$ cat src/rtl/uart_tx_arbiter_2ch.sv
// Two-channel round-robin arbiter feeding a single 8N1 UART transmitter.
// Define UART_TX_ARB_PARITY_EN to append an even-parity bit after the data bits.
module uart_tx_arbiter_2ch #(
    parameter int CLKS_PER_BIT = 16,
    parameter int DATA_BITS    = 8
) (
    input  logic                 clk,
    input  logic                 rst,
    input  logic                 req0_valid,
    input  logic [DATA_BITS-1:0] req0_data,
    output logic                 req0_ready,
    input  logic                 req1_valid,
    input  logic [DATA_BITS-1:0] req1_data,
    output logic                 req1_ready,
    output logic                 sel,
    output logic                 busy,
    output logic                 tx
);

    // state  | meaning
    // IDLE   | line high, waiting for a request; grants are issued only here
    // START  | start bit (tx=0)
    // DATA   | shift register bit 0 on tx, LSB first
    // PARITY | even parity of the latched byte (parity builds only)
    // STOP   | stop bit (tx=1)

    localparam int CW = $clog2(CLKS_PER_BIT);
    localparam int BW = (DATA_BITS > 1) ? $clog2(DATA_BITS) : 1;

    typedef enum logic [2:0] {
        IDLE,
        START,
        DATA,
`ifdef UART_TX_ARB_PARITY_EN
        PARITY,
`endif
        STOP
    } state_t;

    state_t               state_q, state_d;
    logic [CW-1:0]        baud_q, baud_d, baud_inc;
    logic [BW-1:0]        bit_q, bit_d;
    logic [DATA_BITS-1:0] shreg_q, shreg_d;
    logic                 last_q, last_d;
    logic                 sel_d, busy_d, tx_d;
    logic                 gnt, hs0, hs1, baud_wrap;
`ifdef UART_TX_ARB_PARITY_EN
    logic                 par_q, par_d;
`endif

    // Tie goes to the channel that did not own the previous frame.
    assign gnt        = (req0_valid && req1_valid) ? ~last_q : req1_valid;
    assign hs0        = !rst && (state_q == IDLE) && req0_valid && !gnt;
    assign hs1        = !rst && (state_q == IDLE) && req1_valid && gnt;
    assign req0_ready = hs0;
    assign req1_ready = hs1;

    assign baud_wrap = (baud_q == CW'(CLKS_PER_BIT - 1));
    assign baud_inc  = baud_wrap ? '0 : baud_q + 1'b1;

    always_comb begin
        state_d = state_q;
        baud_d  = baud_q;
        bit_d   = bit_q;
        shreg_d = shreg_q;
        last_d  = last_q;
        sel_d   = sel;
`ifdef UART_TX_ARB_PARITY_EN
        par_d   = par_q;
`endif
        case (state_q)
            IDLE: begin
                baud_d = '0;
                bit_d  = '0;
                if (hs0 || hs1) begin
                    shreg_d = hs1 ? req1_data : req0_data;
                    sel_d   = hs1;
                    last_d  = hs1;
                    state_d = START;
`ifdef UART_TX_ARB_PARITY_EN
                    par_d   = ^shreg_d;
`endif
                end
            end
            START: begin
                baud_d = baud_inc;
                if (baud_wrap) state_d = DATA;
            end
            DATA: begin
                baud_d = baud_inc;
                if (baud_wrap) begin
                    if (bit_q == BW'(DATA_BITS - 1)) begin
`ifdef UART_TX_ARB_PARITY_EN
                        state_d = PARITY;
`else
                        state_d = STOP;
`endif
                    end else begin
                        shreg_d = shreg_q >> 1;
                        bit_d   = bit_q + 1'b1;
                    end
                end
            end
`ifdef UART_TX_ARB_PARITY_EN
            PARITY: begin
                baud_d = baud_inc;
                if (baud_wrap) state_d = STOP;
            end
`endif
            STOP: begin
                baud_d = baud_inc;
                if (baud_wrap) state_d = IDLE;
            end
            default: state_d = IDLE;
        endcase

        // tx is registered from the next-state view so the line never glitches.
        busy_d = (state_d != IDLE);
        case (state_d)
            START:   tx_d = 1'b0;
            DATA:    tx_d = shreg_d[0];
`ifdef UART_TX_ARB_PARITY_EN
            PARITY:  tx_d = par_d;
`endif
            default: tx_d = 1'b1;
        endcase
    end

    always_ff @(posedge clk) begin
        if (rst) begin
            state_q <= IDLE;
            baud_q  <= '0;
            bit_q   <= '0;
            shreg_q <= '0;
            last_q  <= 1'b1;
            sel     <= 1'b0;
            busy    <= 1'b0;
            tx      <= 1'b1;
`ifdef UART_TX_ARB_PARITY_EN
            par_q   <= 1'b0;
`endif
        end else begin
            state_q <= state_d;
            baud_q  <= baud_d;
            bit_q   <= bit_d;
            shreg_q <= shreg_d;
            last_q  <= last_d;
            sel     <= sel_d;
            busy    <= busy_d;
            tx      <= tx_d;
`ifdef UART_TX_ARB_PARITY_EN
            par_q   <= par_d;
`endif
        end
    end

endmodule
$ cat config.mk
export PLATFORM = sky130hd
export DESIGN_NAME = uart_tx_arbiter_2ch
export DESIGN_NICKNAME = d
export VERILOG_FILES = /design/src/rtl/uart_tx_arbiter_2ch.sv
export SDC_FILE = /design/constraint.sdc
export NUM_CORES = 1
export LEC_CHECK = 0
export ABC_CLOCK_PERIOD_IN_PS = 2200
export BUFFER_PORTS_ARGS = -buffer_cell sky130_fd_sc_hd__buf_2
export CORE_MARGIN = 1.5
export CORE_UTILIZATION = 52
export DETAILED_ROUTE_END_ITERATION = 12
export PLACE_DENSITY = 0.77
export SYNTH_ARGS = -nofsm -noshare
export SYNTH_HDL_FRONTEND = slang
export SYNTH_SLANG_ARGS = --single-unit
$ cat constraint.sdc
create_clock -name clk -period 2.2 [get_ports clk]
set_input_delay 0.11 -clock clk [delete_from_list [all_inputs] [get_ports clk]]
set_output_delay 0.11 -clock clk [all_outputs]
set_load 0.02 [all_outputs]
==> impl_results.md, run 1 <==
* Sequential area share after synthesis at 39.5%
* Max VDD drop at 0.339 mV
* Hold Path Stages at 3
* Most frequent cells after synthesis: 22 x dfxtp_1, 13 x nor2_1, 11 x a21oi_1, 9 x a22oi_1
* Async set-reset flop share out of synthesis at 0%
* Die area at 0.00243 mm2
* Drt total wl at 2230 um
* Pwr dens at 587 mW/mm2
* Clock-pin transition on the worst setup and hold timing paths at 120 ps
* Via density at 5.95
* Area Overhead vs Synth at 13.4%
* Starting density of the core at 56.2%
* Number of flops mapped to enable cells by yosys at 0
* Type of the worst setup path: register to register
* DRT antenna net count at 0
* Largest net degree at the start of global routing at 20
* DR iter-0 viols at 18
* CTS buffer count at 3
* Synth area leaders: dfxtp_1 40%, a32o_1 7.2%, a22oi_1 6.1%
* CTS root buffer: clkbuf_4
* Tcrit/Tclk final at 91.2%
* Gr usage total at 19.9%
* Antenna diode count at 0
* WP data required at 2410 ps
* DP Cell Count at 164
* Hold Path Class: input port to register
* Synth Flop Type: dfxtp_1
* Sequential share of power at 57.2%
* Synthesis-stage register bit count at 22
* # port buffers at 24
* Synth area leader: dfxtp_1
* Post-Syn Nets at 145
* Die Ht at 49.3 um
* Synthesized area per cell at 9.14 um2
* Unrepaired setup endpoints after global routing: no
* Gpl congestion at 0.714
* Most frequent cell after synthesis: dfxtp_1
* Post-CTS Hold Fix Bufs at 0
* Leak at 0.492 nW
* Cell Area, Synth at 0.00111 mm2
* Final Hold Viols at 0
* Final Slew Violations at 0
* Clk_lat worst skew at 310 ps
* Clock group share of total power at 30.1%
* Distinct cells, synth at 39
* Setup TNS at 0 ps
* CTS tree: built
* Avg WL per Cell at 13.3 um
* YS warnings at 0
* Core area at 0.00198 mm2
* CP Launch Type: register
* DRC at 0
* Post-CTS Setup Inserts at 0
* Fmax at 498 MHz
* Cell Count, Final, Fillers Out at 168
* FP Rows at 16
* P_int at 557 uW
* DR vias at 1000
* Clock Skews at 1.93 ps
* Slew margin rel. at 50.0%
* Cts repair resizes at 0
* Ports at 25
* Synth Instances at 122
* Post-synth top area share at 39.5%
* Number of global-route vias before repair at 862
* CTS sink count at 22
* Comb power frac at 12.7%
* Arr. time, crit path at 2220 ps
* Critical path fanouts, max at 8
* Detail Placement HPWL at 1540 um
* Fraction of layout cells with a size suffix above 1 at 25.5%
* Pwr Total at 741 uW
* CTS max path bufs at 2
* Worst-Margin Slew at 749 ps
* Crit. End Element: register
* Wire length of the first global-routing pass at 3760 um
* Max H-tree Level at 1
* Status: complete, no violations
* Grt total ovfl at 0
* Tmin final at 2010 ps
* Switching pwr at 184 uW
* Endpoints failing setup at 0
* Max_cap viols at 0
* Sw frac at 24.9%
* Drt first pass iters at 4
* R2r worst-path depth at 6
* Initial antenna violation count at 0
* Nets at 165
* DIE WIDTH at 49.3 um
-- stage by stage --
step / instance area [um2] / worst slack, ps / util (%) / hold slack, ps
finish: 1260 / 193 / 63.8 / 139
CTS: 1260 / 186 / 63.8 / 138
floorplan: 1110 / 334 / - / 302
global route: 1260 / 103 / 63.8 / 134
detailed placement: 1230 / 206 / 61.9 / 449
global placement: 1230 / 265 / 61.9 / 442
-- area by class of cell --
cell class,instances,area [um2]
repair buffers,25,128
clock buffers,4,36.3
flip-flops and latches,22,440
fillers,176,718
multi-input cells,90,626
well taps,27,33.8
-- flip-flops by register name, indices dropped and copies added, names as in the netlist --
| register | flops |
|---|---|
| shreg_q | 8 |
| baud_q | 4 |
| bit_q | 3 |
| state_q | 3 |
| busy | 1 |
| last_q | 1 |
| sel | 1 |
| tx | 1 |
-- final timing paths --
path         startpoint    endpoint  slack [ps]
max            bit_q[0]          tx         190
min          req1_valid        busy         140
max reg2reg    bit_q[0]          tx         190
min reg2reg  shreg_q[5]  shreg_q[5]         470
-- cell usage in the layout, fill, tap and decap left out, types with 3 or more instances in the layout --
cell / instances
a21oi_1: 11
a22oi_1: 9
a32o_1: 8
and2_1: 3
and3_1: 3
buf_2: 24
clkbuf_4: 3
dfxtp_1: 22
ha_1: 3
nand2_1: 8
nor2_1: 13
or2_2: 3
-- worst max-delay path, cell delays in order, from the launching register on --
cell     delay [ps]
dfxtp_1         340
ha_1            190
ha_1            230
nor4b_4         280
a22oi_2         200
a221o_1         400
o31a_1          280
-- cell families after synthesis --
kind of cell / count (synthesis) / synth area share (%)
buf+inv: 10 / 4.38
simple gates: 43 / 23.1
flops: 22 / 39.5
fa+ha+maj: 3 / 3.37
xor+xnor: 2 / 1.57
other cells: 1 / 0.336
mux: 1 / 0.898
compound gates: 40 / 26.8
-- power by group through the flow --
stage / sequential, mW / combinational (mW) / clock (mW)
after floorplan: 0.431 / 0.0631 / 0
after global placement: 0.432 / 0.0906 / 0
after detailed placement: 0.432 / 0.0928 / 0
after CTS: 0.424 / 0.0942 / 0.225
after global routing: 0.426 / 0.104 / 0.245
final: 0.424 / 0.0941 / 0.223
-- routing by layer --
metal	wire length [um]	vias to the layer above	global-route usage (%)	part of all wire [%]
li1	-	494	-	-
met1	1050	468	26.2	47
met2	1040	33	32.4	47
met3	105	5	2.76	4.7
met4	36	0	8.57	1.6
met5	0	-	0	0
Note: power is estimated with default switching activity, not from simulation.
==> inputs of run 2 (changes only) <==
--- a/config.mk
+++ b/config.mk
@@ -5,12 +5,14 @@
 export SDC_FILE = /design/constraint.sdc
 export NUM_CORES = 1
 export LEC_CHECK = 0
+export ABC_AREA = 1
 export ABC_CLOCK_PERIOD_IN_PS = 2200
 export BUFFER_PORTS_ARGS = -buffer_cell sky130_fd_sc_hd__buf_2
 export CORE_MARGIN = 1.5
-export CORE_UTILIZATION = 52
+export CORE_UTILIZATION = 53
 export DETAILED_ROUTE_END_ITERATION = 12
-export PLACE_DENSITY = 0.77
+export GPL_TIMING_DRIVEN = 0
+export PLACE_DENSITY = 0.78
 export SYNTH_ARGS = -nofsm -noshare
 export SYNTH_HDL_FRONTEND = slang
 export SYNTH_SLANG_ARGS = --single-unit
==> run 2 against run 1 <==
Effect of this change: register-to-register slack better by 300 ps; final cell count up 30%; total power up 5.9%; global-route usage up 2.2 points; final area up 10%; via count up 10%; largest power group unchanged; maximum frequency up 18%; flip-flop and latch count unchanged; critical path depth up 3; sequential power about the same; area after synthesis up 8.5%.
==> impl_results.md, run 2 <==
* Gpl congestion at 0.882
* Pwr Total at 785 uW
* CTS tree: built
* Max H-tree Level at 1
* Cell Area, Synth at 0.00121 mm2
* CTS sink count at 22
* Synthesis-stage register bit count at 22
* Die Ht at 50.8 um
* Distinct cells, synth at 29
* Drt first pass iters at 8
* Synth Instances at 164
* Hold Path Stages at 3
* Most frequent cells in the layout: 31 x nand2_1, 24 x buf_2, 22 x dfxtp_1
* Number of flip-flops under the largest register name at 8
* Post-CTS Hold Fix Bufs at 0
* Post-synth top area share at 36.4%
* Clock group share of total power at 29.1%
* Starting density of the core at 55.2%
* DP Cell Count at 215
* Antenna diode count at 0
* Type of the worst setup path: register to register
* P_int at 571 uW
* Avg WL per Cell at 11.2 um
* WP data required at 2420 ps
* Status: complete, no violations
* Seq. cell area at 440 um2
* Most frequent cells after synthesis: 31 x nand2_1, 22 x dfxtp_1, 19 x nor2_1, 15 x inv_1, 12 x a21oi_1
* Area Overhead vs Synth at 15.4%
* Comb power frac at 16.8%
* Critical path fanouts, max at 10
* Switching pwr at 214 uW
* CP Launch Type: register
* Wire length of the first global-routing pass at 4270 um
* Via density at 5.03
* Crit. End Element: register
* Nets at 215
* Largest Register: shreg_q
* FP Rows at 17
* CTS root buffer: clkbuf_4
* Clock Skews at 5.29 ps
* Number of flops mapped to enable cells by yosys at 0
* Hold Path Class: input port to register
* Post-Syn Nets at 187
* DR iter-0 viols at 15
* Grt total ovfl at 0
* Fmax at 586 MHz
* Tmin final at 1710 ps
* Number of global-route vias before repair at 949
* Top flop regs: shreg_q x8, baud_q x4
* Fill cells at 209
* Core area at 0.00219 mm2
* Clock-pin transition on the worst setup and hold timing paths at 120 ps
* Ports at 25
* Fraction of layout cells with a size suffix above 1 at 28.8%
* Synth Flop Type: dfxtp_1
* R2r worst-path depth at 9
* DIE WIDTH at 50.8 um
* Setup TNS at 0 ps
* Gr usage total at 22.1%
* Async set-reset flop share out of synthesis at 0%
* Max VDD drop at 0.346 mV
* Drt total wl at 2450 um
* Multi-input gate area at 648 um2
* Cts repair resizes at 0
* Arr. time, crit path at 1920 ps
* Detail Placement HPWL at 1880 um
* Final Hold Viols at 0
* CTS max path bufs at 2
* Sequential area share after synthesis at 36.4%
* CTS buffer count at 3
* Sw frac at 27.3%
* Die area at 0.00258 mm2
* Most frequent cell after synthesis: nand2_1
* DRC at 0
* Endpoints failing setup at 0
* Largest net degree at the start of global routing at 13
* Leak at 0.654 nW
* Synth area leaders: dfxtp_1 36%, nand2_1 9.6%, nor2_1 5.9%
* Synthesized area per cell at 7.38 um2
* Post-CTS Setup Inserts at 0
* Unrepaired setup endpoints after global routing: no
* Commonest non-fill, non-tap cell in the layout: nand2_1
* # port buffers at 23
* Final Slew Violations at 0
* DRT antenna net count at 0
* DR vias at 1102
* YS warnings at 0
* Initial antenna violation count at 0
* Max_cap viols at 0
* Pwr dens at 562 mW/mm2
* Clk_lat worst skew at 310 ps
* Sequential share of power at 54.1%
* Synth area leader: dfxtp_1
* Cell Count, Final, Fillers Out at 219
* Tcrit/Tclk final at 77.6%
-- run 2: through the flow --
step	setup WS (ps)	utilization (%)	hold WS, ps	instance area [um2]
after floorplan	669	-	326	1210
after global placement	566	62.1	427	1360
after detailed placement	505	62.1	432	1360
after CTS	484	63.7	104	1400
after global routing	340	63.7	100	1400
final	494	63.7	106	1400
-- run 2: cell type report --
class | count | area share [%]
clock buffers | 4 | 2.60
plain buffers | 5 | 3.32
flip-flops and latches | 22 | 31.5
inverters | 20 | 5.38
well taps | 28 | 2.51
repair buffers | 23 | 8.24
multi-input cells | 117 | 46.4
-- run 2: final timing paths --
| path | start | endpoint | slack (ps) |
|---|---|---|---|
| max | baud_q[0] | shreg_q[6] | 490 |
| max reg2reg | baud_q[0] | shreg_q[6] | 490 |
| min | req1_data[2] | shreg_q[2] | 110 |
| min reg2reg | bit_q[0] | bit_q[0] | 470 |
-- run 2: cell families (layout without fill, tap and decap cells) --
group           after synthesis  count (layout)  synth area share [%]
flops                        22              22                  36.4
simple gates                 78              78                  31.6
compound gates               32              32                  16.3
fa+ha+maj                     3               3                  3.10
xor+xnor                      3               3                  2.17
buf+inv                      25              52                  10.0
other cells                   1               1                 0.310
-- run 2: worst max-delay path: stages (launching register included) --
cell	delay (ps)
dfxtp_1	390
ha_1	210
clkinv_1	110
nor2_4	160
nand2_4	80
a21oi_4	190
nand2_4	90
buf_6	140
a21oi_1	160
a21oi_2	70
-- run 2: power groups by stage --
stage | clock network (mW) | logic, mW | registers, mW
floorplan | 0 | 0.0919 | 0.436
global placement | 0 | 0.128 | 0.433
detailed placement | 0 | 0.132 | 0.434
CTS | 0.233 | 0.133 | 0.425
global route | 0.255 | 0.149 | 0.427
finish | 0.228 | 0.132 | 0.425
-- run 2: metal layers --
| layer | up-vias | global-route usage (%) | wire, um |
|---|---|---|---|
| li1 | 578 | - | - |
| met1 | 481 | 29.9 | 1180 |
| met2 | 35 | 33.8 | 1080 |
| met3 | 8 | 3.57 | 134 |
| met4 | 0 | 11.3 | 61 |
| met5 | - | 0 | 0 |
==> inputs of run 3 (changes only) <==
==> config.mk (replaced) <==
export PLATFORM = sky130hd
export DESIGN_NAME = uart_tx_arbiter_2ch
export DESIGN_NICKNAME = d
export VERILOG_FILES = /design/src/rtl/uart_tx_arbiter_2ch.sv
export SDC_FILE = /design/constraint.sdc
export NUM_CORES = 1
export LEC_CHECK = 0
export ABC_AREA = 0
export ABC_CLOCK_PERIOD_IN_PS = 1800
export BUFFER_PORTS_ARGS = -buffer_cell sky130_fd_sc_hd__buf_2
export CORE_MARGIN = 1.5
export CORE_UTILIZATION = 52
export DETAILED_ROUTE_END_ITERATION = 12
export GPL_TIMING_DRIVEN = 0
export PLACE_DENSITY = 0.77
export SYNTH_ARGS = -nofsm -noshare
export SYNTH_HDL_FRONTEND = slang
export SYNTH_SLANG_ARGS = --single-unit
==> constraint.sdc (replaced) <==
create_clock -name clk -period 1.8 [get_ports clk]
set_input_delay 0.09 -clock clk [delete_from_list [all_inputs] [get_ports clk]]
set_output_delay 0.09 -clock clk [all_outputs]
set_load 0.02 [all_outputs]
==> run 3 against run 2 <==
Effect of this change: first-iteration DRC count grew 6.7%; core utilization grew 6.2 points; critical path type unchanged; total power grew 18%; setup slack lost 450 ps; combinational power grew 5%; die area shrank 5.7%; sequential share of layout area grew 0.44 points; maximum frequency shrank 3.1%; sequential power grew 20%; critical path depth shrank 3; register-to-register slack lost 450 ps; global-route usage shrank 2.1 points.
==> impl_results.md, run 3 (synthesis gave the netlist of run 1 again) <==
* Wire length of the first global-routing pass at 3820 um
* DRT antenna net count at 0
* DR vias at 1020
* CTS max path bufs at 2
* Largest Register: shreg_q
* Starting density of the core at 56.2%
* Antenna diode count at 0
* Number of global-route vias before repair at 899
* Seq. cell area at 443 um2
* Unrepaired setup endpoints after global routing: yes
* Nets at 176
* Ports at 25
* Gr usage total at 20.0%
* Fmax at 568 MHz
* Via density at 5.70
* Worst-Margin Slew at 549 ps
* DR iter-0 viols at 16
* DIE WIDTH at 49.3 um
* Top flop regs: shreg_q x8, baud_q x4
* Met1 Wirelength at 1060 um
* Multi-input gate area at 662 um2
* Hold Slack at 129 ps
* WP data required at 2000 ps
* Max H-tree Level at 1
* Drt total wl at 2410 um
* Fraction of layout cells with a size suffix above 1 at 32.9%
* Detail Placement HPWL at 1650 um
* Number of flip-flops under the largest register name at 8
* Status: complete, no violations
* Clk_lat worst skew at 300 ps
* Max VDD drop at 0.404 mV
* Gpl congestion at 0.746
* Final Hold Viols at 0
* DRC at 0
* CTS root buffer: clkbuf_4
* CTS buffer count at 3
* CP max stage delay at 360 ps
* Tmin final at 1760 ps
* Die Ht at 49.3 um
* Type of the worst setup path: register to register
* Pwr Total at 923 uW
* Met2 wire len at 1200 um
* P_int at 694 uW
* Arr. time, crit path at 1970 ps
* Sequential share of power at 55.5%
* Slowest cell on the critical path: dfxtp_2
* Crit. End Element: register
* Fill cells at 160
* Core area at 0.00198 mm2
* Die area at 0.00243 mm2
* Clock group share of total power at 29.5%
* Post-CTS Hold Fix Bufs at 0
* Initial antenna violation count at 0
* Max_cap viols at 0
* Critical path cell sequence: ha_4 -> ha_4 -> nor4b_4 -> a22oi_2 -> a221o_1 -> o31a_1
* Pwr dens at 667 mW/mm2
* Slew margin rel. at 63.4%
* Most frequent cells in the layout: 22 x buf_2, 20 x dfxtp_1, 13 x nor2_1
* Largest net degree at the start of global routing at 13
* CP Launch Type: register
* CTS sink count at 22
* Endpoints failing setup at 0
* Hold Path Class: input port to register
* Grt total ovfl at 0
* Clock Skews at 7.42 ps
* Critical path fanouts, max at 3
* CP most frequent cell: ha_4
* Avg WL per Cell at 13.4 um
* Leak at 0.527 nW
* Tcrit/Tclk final at 97.8%
* Drt first pass iters at 4
* # port buffers at 23
* Comb power frac at 15.1%
* Sw frac at 24.8%
* Commonest non-fill, non-tap cell in the layout: buf_2
* Area Overhead vs Synth at 24.2%
* FP Rows at 16
* Clock-pin transition on the worst setup and hold timing paths at 130 ps
* Final Slew Violations at 0
* Met3 WL at 103 um
* Post-Route Utilization at 69.9%
* CTS tree: built
* Top sig layer: met4
* Switching pwr at 229 uW
run 3: cell count changes in the layout (fill, tap and decap cells not counted), moves of 6 or more:
cell / before / now
o21ai_0: 10 / 2
nor2_1: 19 / 13
inv_1: 15 / 0
nand3_1: 9 / 0
a22oi_1: 2 / 9
nand2_1: 31 / 8
a32o_1: 0 / 8
run 3: worst max-delay path, delay by kind of cell (launching register included):
| family | cells | cell delay [ps] |
|---|---|---|
| compound gates | 3 | 710 |
| fa+ha+maj | 2 | 330 |
| flops | 1 | 360 |
| simple gates | 1 | 270 |
run 3: cell type report:
type	instances	area share, %
well taps	27	2.44
clock buffers	4	2.62
multi-input cells	90	47.8
flip-flops and latches	22	32.0
plain buffers	8	3.97
repair buffers	28	11.2
run 3: timing repair:
item,CTS,global route
hold endpoints to repair,0,0
endpoints found under the setup margin,13,10
gates resized for setup,3,8
gates cloned,0,0
setup buffers,1,4
pin swaps,2,1
run 3: power by group through the flow:
| stage | Sequential, mW | Clock (mW) | Combinational (mW) |
|---|---|---|---|
| 4_1_cts | 0.512 | 0.279 | 0.129 |
| 3_5_place_dp | 0.522 | 0 | 0.124 |
| 5_1_grt | 0.514 | 0.302 | 0.153 |
| 3_3_place_gp | 0.522 | 0 | 0.120 |
| 6_report | 0.512 | 0.272 | 0.139 |
| 2_1_floorplan | 0.526 | 0 | 0.0772 |
run 3: routing by layer:
metal | vias up | GRT usage (%)
li1 | 518 | -
met1 | 466 | 25.5
met2 | 30 | 34.2
met3 | 6 | 3.68
met4 | 0 | 5.71
met5 | - | 0
run 3: stage by stage:
stage               instance area (um2)  setup slack [ps]  cells  setup TNS, ps
floorplan                          1130              17.2    122              0
global placement                   1280              -121    172           -545
detailed placement                 1280              -133    172           -773
CTS                                1330             -31.2    175          -31.2
global route                       1390             -57.6    179           -103
finish                             1390              39.0    179              0
run 3: final timing paths:
check,slack (ps),endpoint,from,depth (start not counted)
max,40,tx,bit_q[1],6
min,130,shreg_q[7],req1_data[7],4
max reg2reg,40,tx,bit_q[1],6
min reg2reg,460,shreg_q[3],shreg_q[3],2
